## src/rtl/cla_pkg.sv

```systemverilog
// Shared constants, stage payload type and 4-bit lookahead carry function
// for the pipelined carry-lookahead adder.
package cla_pkg;

    localparam int unsigned GRP_W   = 4;
    localparam int unsigned MAX_W   = 64;
    localparam int unsigned MAX_GRP = MAX_W / GRP_W;

    // Payload sized for the widest legal adder; narrower instances leave upper bits at zero
    typedef struct packed {
        logic               valid;
        logic [MAX_W-1:0]   p;
        logic [MAX_W-1:0]   g;
        logic [MAX_GRP-1:0] cg;
        logic               cin;
        logic               a_msb;
        logic               bx_msb;
    } stage_t;

    // Returns carries out of bits 0..3 of a group: {c4, c3, c2, c1}
    function automatic logic [GRP_W-1:0] la4_carries(
        input logic [GRP_W-1:0] g,
        input logic [GRP_W-1:0] p,
        input logic             cin
    );
        logic [GRP_W-1:0] c;
        c[0] = g[0] | (p[0] & cin);
        c[1] = g[1] | (p[1] & g[0]) | (p[1] & p[0] & cin);
        c[2] = g[2] | (p[2] & g[1]) | (p[2] & p[1] & g[0])
             | (p[2] & p[1] & p[0] & cin);
        c[3] = g[3] | (p[3] & g[2]) | (p[3] & p[2] & g[1])
             | (p[3] & p[2] & p[1] & g[0]) | (p[3] & p[2] & p[1] & p[0] & cin);
        return c;
    endfunction

endpackage

```

## src/rtl/cla_lookahead4.sv

```systemverilog
// Combinational 4-bit carry-lookahead group: in-group carries plus
// group propagate/generate for the second lookahead level.
module cla_lookahead4
    import cla_pkg::*;
(
    input  logic [GRP_W-1:0] g_i,
    input  logic [GRP_W-1:0] p_i,
    input  logic             ci_i,
    output logic [3:1]       c_o,
    output logic             co_o,
    output logic             pg_o,
    output logic             gg_o
);

    logic [GRP_W-1:0] carries;

    assign carries = la4_carries(g_i, p_i, ci_i);
    assign c_o     = carries[2:0];
    assign co_o    = carries[3];
    assign pg_o    = &p_i;
    assign gg_o    = g_i[3] | (p_i[3] & g_i[2]) | (p_i[3] & p_i[2] & g_i[1])
                   | (p_i[3] & p_i[2] & p_i[1] & g_i[0]);

endmodule

```

## src/rtl/cla_pipe_adder.sv

```systemverilog
// Three-stage pipelined two-level carry-lookahead adder/subtractor with
// valid/ready handshakes and collapsing bubbles.
module cla_pipe_adder
    import cla_pkg::*;
#(
    parameter int unsigned WIDTH = 16
) (
    input  logic             clk,
    input  logic             rst,
    input  logic             in_valid,
    output logic             in_ready,
    input  logic [WIDTH-1:0] a,
    input  logic [WIDTH-1:0] b,
    input  logic             ci,
    input  logic             sub,
    output logic             out_valid,
    input  logic             out_ready,
    output logic [WIDTH-1:0] sum,
    output logic             co,
    output logic             ovf,
    output logic             zero
);

    localparam int unsigned NGRP = WIDTH / GRP_W;

    stage_t s1_q, s1_d;
    stage_t s2_q, s2_d;

    logic             out_valid_q, out_valid_d;
    logic [WIDTH-1:0] sum_q, sum_d;
    logic             co_q, co_d;
    logic             ovf_q, ovf_d;
    logic             zero_q, zero_d;

    // A stage may load when it is empty or its contents move on this edge
    logic en1, en2, en3;
    assign en3      = !out_valid_q || out_ready;
    assign en2      = !s2_q.valid || en3;
    assign en1      = !s1_q.valid || en2;
    assign in_ready = en1;

    logic [WIDTH-1:0] bx;
    logic             cin_eff;
    assign bx      = sub ? ~b : b;
    assign cin_eff = sub ^ ci;

    always_comb begin
        s1_d = s1_q;
        if (en1) begin
            s1_d.valid = in_valid;
            if (in_valid) begin
                s1_d.p            = '0;
                s1_d.g            = '0;
                s1_d.cg           = '0;
                s1_d.p[WIDTH-1:0] = a ^ bx;
                s1_d.g[WIDTH-1:0] = a & bx;
                s1_d.cin          = cin_eff;
                s1_d.a_msb        = a[WIDTH-1];
                s1_d.bx_msb       = bx[WIDTH-1];
            end
        end
    end

    // Stage 2: group P/G, then second-level lookahead for each group carry-in
    logic [NGRP-1:0][2:0] c2_unused;
    logic [NGRP-1:0]      co2_unused;
    logic [NGRP-1:0]      pg2, gg2;
    logic [NGRP:0]        cg2;

    for (genvar k = 0; k < NGRP; k++) begin : g_s2
        cla_lookahead4 u_la (
            .g_i  (s1_q.g[GRP_W*k +: GRP_W]),
            .p_i  (s1_q.p[GRP_W*k +: GRP_W]),
            .ci_i (1'b0),
            .c_o  (c2_unused[k]),
            .co_o (co2_unused[k]),
            .pg_o (pg2[k]),
            .gg_o (gg2[k])
        );
    end

    always_comb begin
        cg2    = '0;
        cg2[0] = s1_q.cin;
        for (int unsigned k = 0; k < NGRP; k++) begin
            cg2[k+1] = gg2[k] | (pg2[k] & cg2[k]);
        end
    end

    always_comb begin
        s2_d = s2_q;
        if (en2) begin
            s2_d.valid = s1_q.valid;
            if (s1_q.valid) begin
                s2_d                = s1_q;
                s2_d.cg             = '0;
                s2_d.cg[NGRP-1:0]   = cg2[NGRP-1:0];
            end
        end
    end

    // Stage 3: rebuild bit carries inside each group from the stored group carry-in
    logic [NGRP-1:0][2:0] c3;
    logic [NGRP-1:0]      co3;
    logic [NGRP-1:0]      pg3_unused, gg3_unused;
    logic [WIDTH-1:0]     carry3;

    for (genvar k = 0; k < NGRP; k++) begin : g_s3
        cla_lookahead4 u_la (
            .g_i  (s2_q.g[GRP_W*k +: GRP_W]),
            .p_i  (s2_q.p[GRP_W*k +: GRP_W]),
            .ci_i (s2_q.cg[k]),
            .c_o  (c3[k]),
            .co_o (co3[k]),
            .pg_o (pg3_unused[k]),
            .gg_o (gg3_unused[k])
        );
        assign carry3[GRP_W*k]        = s2_q.cg[k];
        assign carry3[GRP_W*k+1 +: 3] = c3[k];
    end

    logic [WIDTH-1:0] sum_n;
    logic             co_n;
    assign sum_n = s2_q.p[WIDTH-1:0] ^ carry3;
    assign co_n  = co3[NGRP-1];

    always_comb begin
        out_valid_d = out_valid_q;
        sum_d       = sum_q;
        co_d        = co_q;
        ovf_d       = ovf_q;
        zero_d      = zero_q;
        if (en3) begin
            out_valid_d = s2_q.valid;
            if (s2_q.valid) begin
                sum_d  = sum_n;
                co_d   = co_n;
                ovf_d  = carry3[WIDTH-1] ^ co_n;
                zero_d = (sum_n == '0);
            end
        end
    end

    always_ff @(posedge clk) begin
        if (rst) begin
            s1_q        <= '0;
            s2_q        <= '0;
            out_valid_q <= 1'b0;
            sum_q       <= '0;
            co_q        <= 1'b0;
            ovf_q       <= 1'b0;
            zero_q      <= 1'b0;
        end else begin
            s1_q        <= s1_d;
            s2_q        <= s2_d;
            out_valid_q <= out_valid_d;
            sum_q       <= sum_d;
            co_q        <= co_d;
            ovf_q       <= ovf_d;
            zero_q      <= zero_d;
        end
    end

    assign out_valid = out_valid_q;
    assign sum       = sum_q;
    assign co        = co_q;
    assign ovf       = ovf_q;
    assign zero      = zero_q;

    // Payload fields kept for observability or unused at this width
    logic unused_bits;
    assign unused_bits = ^{s1_q, s2_q, cg2, c2_unused, co2_unused,
                           pg3_unused, gg3_unused, co3};

endmodule

```

## config.mk

```make
export PLATFORM = sky130hd
export DESIGN_NAME = cla_pipe_adder
export DESIGN_NICKNAME = d
export VERILOG_FILES = /design/src/rtl/cla_pkg.sv /design/src/rtl/cla_lookahead4.sv /design/src/rtl/cla_pipe_adder.sv
export SDC_FILE = /design/constraint.sdc
export NUM_CORES = 1
export LEC_CHECK = 0
export ABC_AREA = 1
export BUFFER_PORTS_ARGS = -buffer_cell sky130_fd_sc_hd__buf_2
export CAP_MARGIN = 40
export CORE_ASPECT_RATIO = 1.75
export CORE_MARGIN = 2
export CORE_UTILIZATION = 52
export DETAILED_ROUTE_END_ITERATION = 10
export PLACE_DENSITY = 0.83
export SLEW_MARGIN = 20
export SYNTH_ARGS = -nofsm -noshare
export SYNTH_HDL_FRONTEND = slang
export SYNTH_SLANG_ARGS = --single-unit
```

## constraint.sdc

```tcl
create_clock -name clk -period 3.2 [get_ports clk]
set_clock_uncertainty 0.15 [all_clocks]
set_input_delay 0.16 -clock clk [delete_from_list [all_inputs] [get_ports clk]]
set_output_delay 0.16 -clock clk [all_outputs]
set_load 0.01 [all_outputs]
```

==> reports/summary.txt <==
Outcome: completed
CTS root buf: clkbuf_16
Hold depth: 2
Share of layout cells above drive strength 1: 15.1%
Endpoints failing setup: 0
Num rows: 42
First-pass GRT wire length: 14.6 mm
Synth Area in XOR/XNOR: 4.56%
Post-route ant nets: 0
Compound-Gate Fraction of Synth Area: 18.4%
Largest family of logic cells by synthesized area: simple AND/OR/NAND/NOR gates
Comb pwr share: 12.9%
Seq/Total Area, Yosys: 43.7%
Initial antenna violation count: 0
Post-synthesis adder-cell area fraction: 6.20%
IO Pins: 59
Worst EP required: 3.28 ns
Origin of the critical flop-to-flop path: out_valid$_SDFFE_PP0P_
Area Overhead vs Synth: 13.8%
Placer Congestion: 0.859
Switching power: 633 µW
CP max stage delay: 0.53 ns
Final Hold Slack: 0.0200 ns
Number of global-route vias before repair: 3366
Internal power: 1.83 mW
Max Root-Sink Buffers: 2
Core area: 0.00757 mm²
Post-Syn Nets: 591
Synth top area cells: dfxtp_1 (44%), o21ai_0 (9.4%), nor2_1 (8.1%)
Final Routed Wirelength: 8.20 mm
Drt via density: 5.20
Most frequent cells in the layout: dfxtp_1 (88), nor2_1 (87), o21ai_0 (76)
CP endpoint kind: flip-flop
Final core utilization: 60.7%
Worst skew pair latency: 0.34 ns
Power per standard cell area: 537 mW/mm²
Post-synthesis simple-gate area fraction: 18.8%
Drt wl/cell: 12.2 µm
GRT overflow: 0
Worst-case reg-to-reg path depth: 5
DR DRC count: 0
Vias: 3481
Power share of the clock group: 37.4%
Starting Density: 53.3%
Placed Area: 0.00431 mm²
Total Power: 2.47 mW
Crit-path slowest cell: dlygate4sd3_1
Max Clock Freq: 488 MHz
Die area: 0.00851 mm²
Crit Path Max Fanout: 44
Diode count: 0
Slew Limit Fails: 0
NumNets Final: 637
Hold wc startpoint: rst
Critical path data arrival time: 2.13 ns
Die Y: 121 µm
HPWL Detailed: 6.05 mm
Mapped cell area: 0.00403 mm²
Resized Gates After CTS: 0
Final period util: 64.0%
GR Util All Layers: 21.5%
Relative slew slack: 56.8%
Sw frac: 25.6%
Largest net degree at the start of global routing: 66
Syn avg cell area: 7.57 µm²
CTS sink cnt: 88
CTS Buf Count: 9
Hold Crit Endpoint: zero$_SDFFE_PP0P_
Fillers: 704
Seq pwr share: 49.7%
#FFs+latches synth: 88
R2R Setup Slk: 1.25 ns
RSZ-0062 raised after global routing: false
Port Buffers: 58
Synthesis Warnings: 0
Max VDD drop: 0.280 mV
Max Cap Viol: 0
CTS HTree Levels: 3
Pre-antenna DRT Iters: 4
Hold crit path type: primary input to flip-flop
Worst reg2reg endpoint: s1_q[19]$_SDFFE_PP0P_
Most common cell after layout, fill and taps aside: dfxtp_1
CTS tree: built
Clock slew at reported path FFs: 0.06 ns
Post-synthesis mux area share: 0%
Die Wd: 70.6 µm
Final Hold Fails: 0
Share of Yosys cell area claimed by the top area cell type: 43.7%
Crit start category: primary input
Worst slew pin tran: 0.645 ns
Cell type with the largest total area after synthesis: dfxtp_1
Starting DRT DRC Count: 153
Synth Instances: 533
Sequence of cells on the critical path: dlygate4sd3_1 > buf_2 > inv_2 > nand4_2 > nand2_2 > inv_2 > nor2_1 > nor2_1
Post-route cell area: 0.00459 mm²
Sum of negative setup slack: 0 ns
Netlist cell types: 26
Crit Path Category: primary input to flip-flop
Leak pwr: 2.15 nW
Post-layout min period: 2.05 ns
-- layout make-up --
type / count / area, µm² / share of cell area (%)
clock inverters: 1 / 5.00 / 0.109
repair buffers: 61 / 328 / 7.14
clock buffers: 13 / 250 / 5.45
flip-flops and latches: 88 / 1760 / 38.4
multi-input cells: 365 / 1930 / 42.1
inverters: 54 / 203 / 4.41
well taps: 88 / 110 / 2.40
-- sequential cells by signal, summed over array words and instances (netlist names) --
name	flops
s1_q	33
s2_q	30
sum	16
carry3	4
cg2	1
co	1
out_valid	1
ovf	1
zero	1
-- metal layers --
layer / track usage, % / vias to the layer above / share of wire [%]
li1: - / 1838 / -
met1: 23.3 / 1545 / 41
met2: 38.2 / 79 / 52
met3: 5.58 / 19 / 4.4
met4: 10.5 / 0 / 3.1
met5: 0 / - / 0
-- power by group through the flow --
stage | registers [mW] | clock network (mW) | logic [mW]
after global routing | 1.24 | 0.980 | 0.374
after CTS | 1.23 | 0.933 | 0.318
final | 1.23 | 0.923 | 0.318
after floorplan | 1.24 | 0 | 0.227
after global placement | 1.24 | 0 | 0.299
after detailed placement | 1.25 | 0 | 0.314
-- worst max path at each step --
stage	from	to	slack, ns	depth (start not counted)
6_report	out_ready	s1_q[19]$_SDFFE_PP0P_	1.15	8
5_1_grt	out_ready	s1_q[19]$_SDFFE_PP0P_	0.91	8
4_1_cts	out_ready	carry3[8]$_SDFFE_PP0P_	1.10	10
3_5_place_dp	out_valid$_SDFFE_PP0P_	carry3[8]$_SDFFE_PP0P_	1.21	7
3_3_place_gp	out_valid$_SDFFE_PP0P_	carry3[8]$_SDFFE_PP0P_	1.30	7
2_1_floorplan	sub	s1_q[83]$_SDFFE_PP0P_	1.79	6
-- cells by family after synthesis --
group	after synthesis
AND/OR/NAND/NOR	181
AO/OA/AOI/OAI	143
flip-flops	88
buffers and inverters	80
XOR/XNOR	21
adder cells (fa/ha/maj)	20
-- repair_timing --
| item | 4_1_cts | 5_1_grt |
|---|---|---|
| endpoints found under the setup margin | 0 | 0 |
| endpoints found under the hold margin | 1 | 0 |
| buffers inserted | 0 | 0 |
| hold buffers | 1 | 0 |
-- worst max-delay path: cells and delay by family --
family                 cells  cell delay [ns]
AND/OR/NAND/NOR            4             0.89
buffers and inverters      4             1.06
-- Yosys cell counts --
cell and n:
o21ai_0 76, nor3_1 1, a41oi_1 1, o21ai_1 4, nand3b_1 1, nor2_2 3, xor2_1 21, buf_6 1
a21oi_1 52, nand2_2 6, a21oi_2 1, ha_1 20, buf_2 15, nand4_1 5, clkbuf_1 7, o211ai_1 5
nand2_1 54, buf_4 3, a31oi_1 2, inv_1 48, inv_2 6, a211oi_1 2, nand4_2 1, nor2_1 87
nand3_1 23, dfxtp_1 88
-- stage by stage --
stage	setup WS, ns	instances
2_1_floorplan	1.79	533
3_3_place_gp	1.30	654
3_5_place_dp	1.21	654
4_1_cts	1.10	669
5_1_grt	0.911	670
6_report	1.15	670
Note: power is estimated with default switching activity, not from simulation.
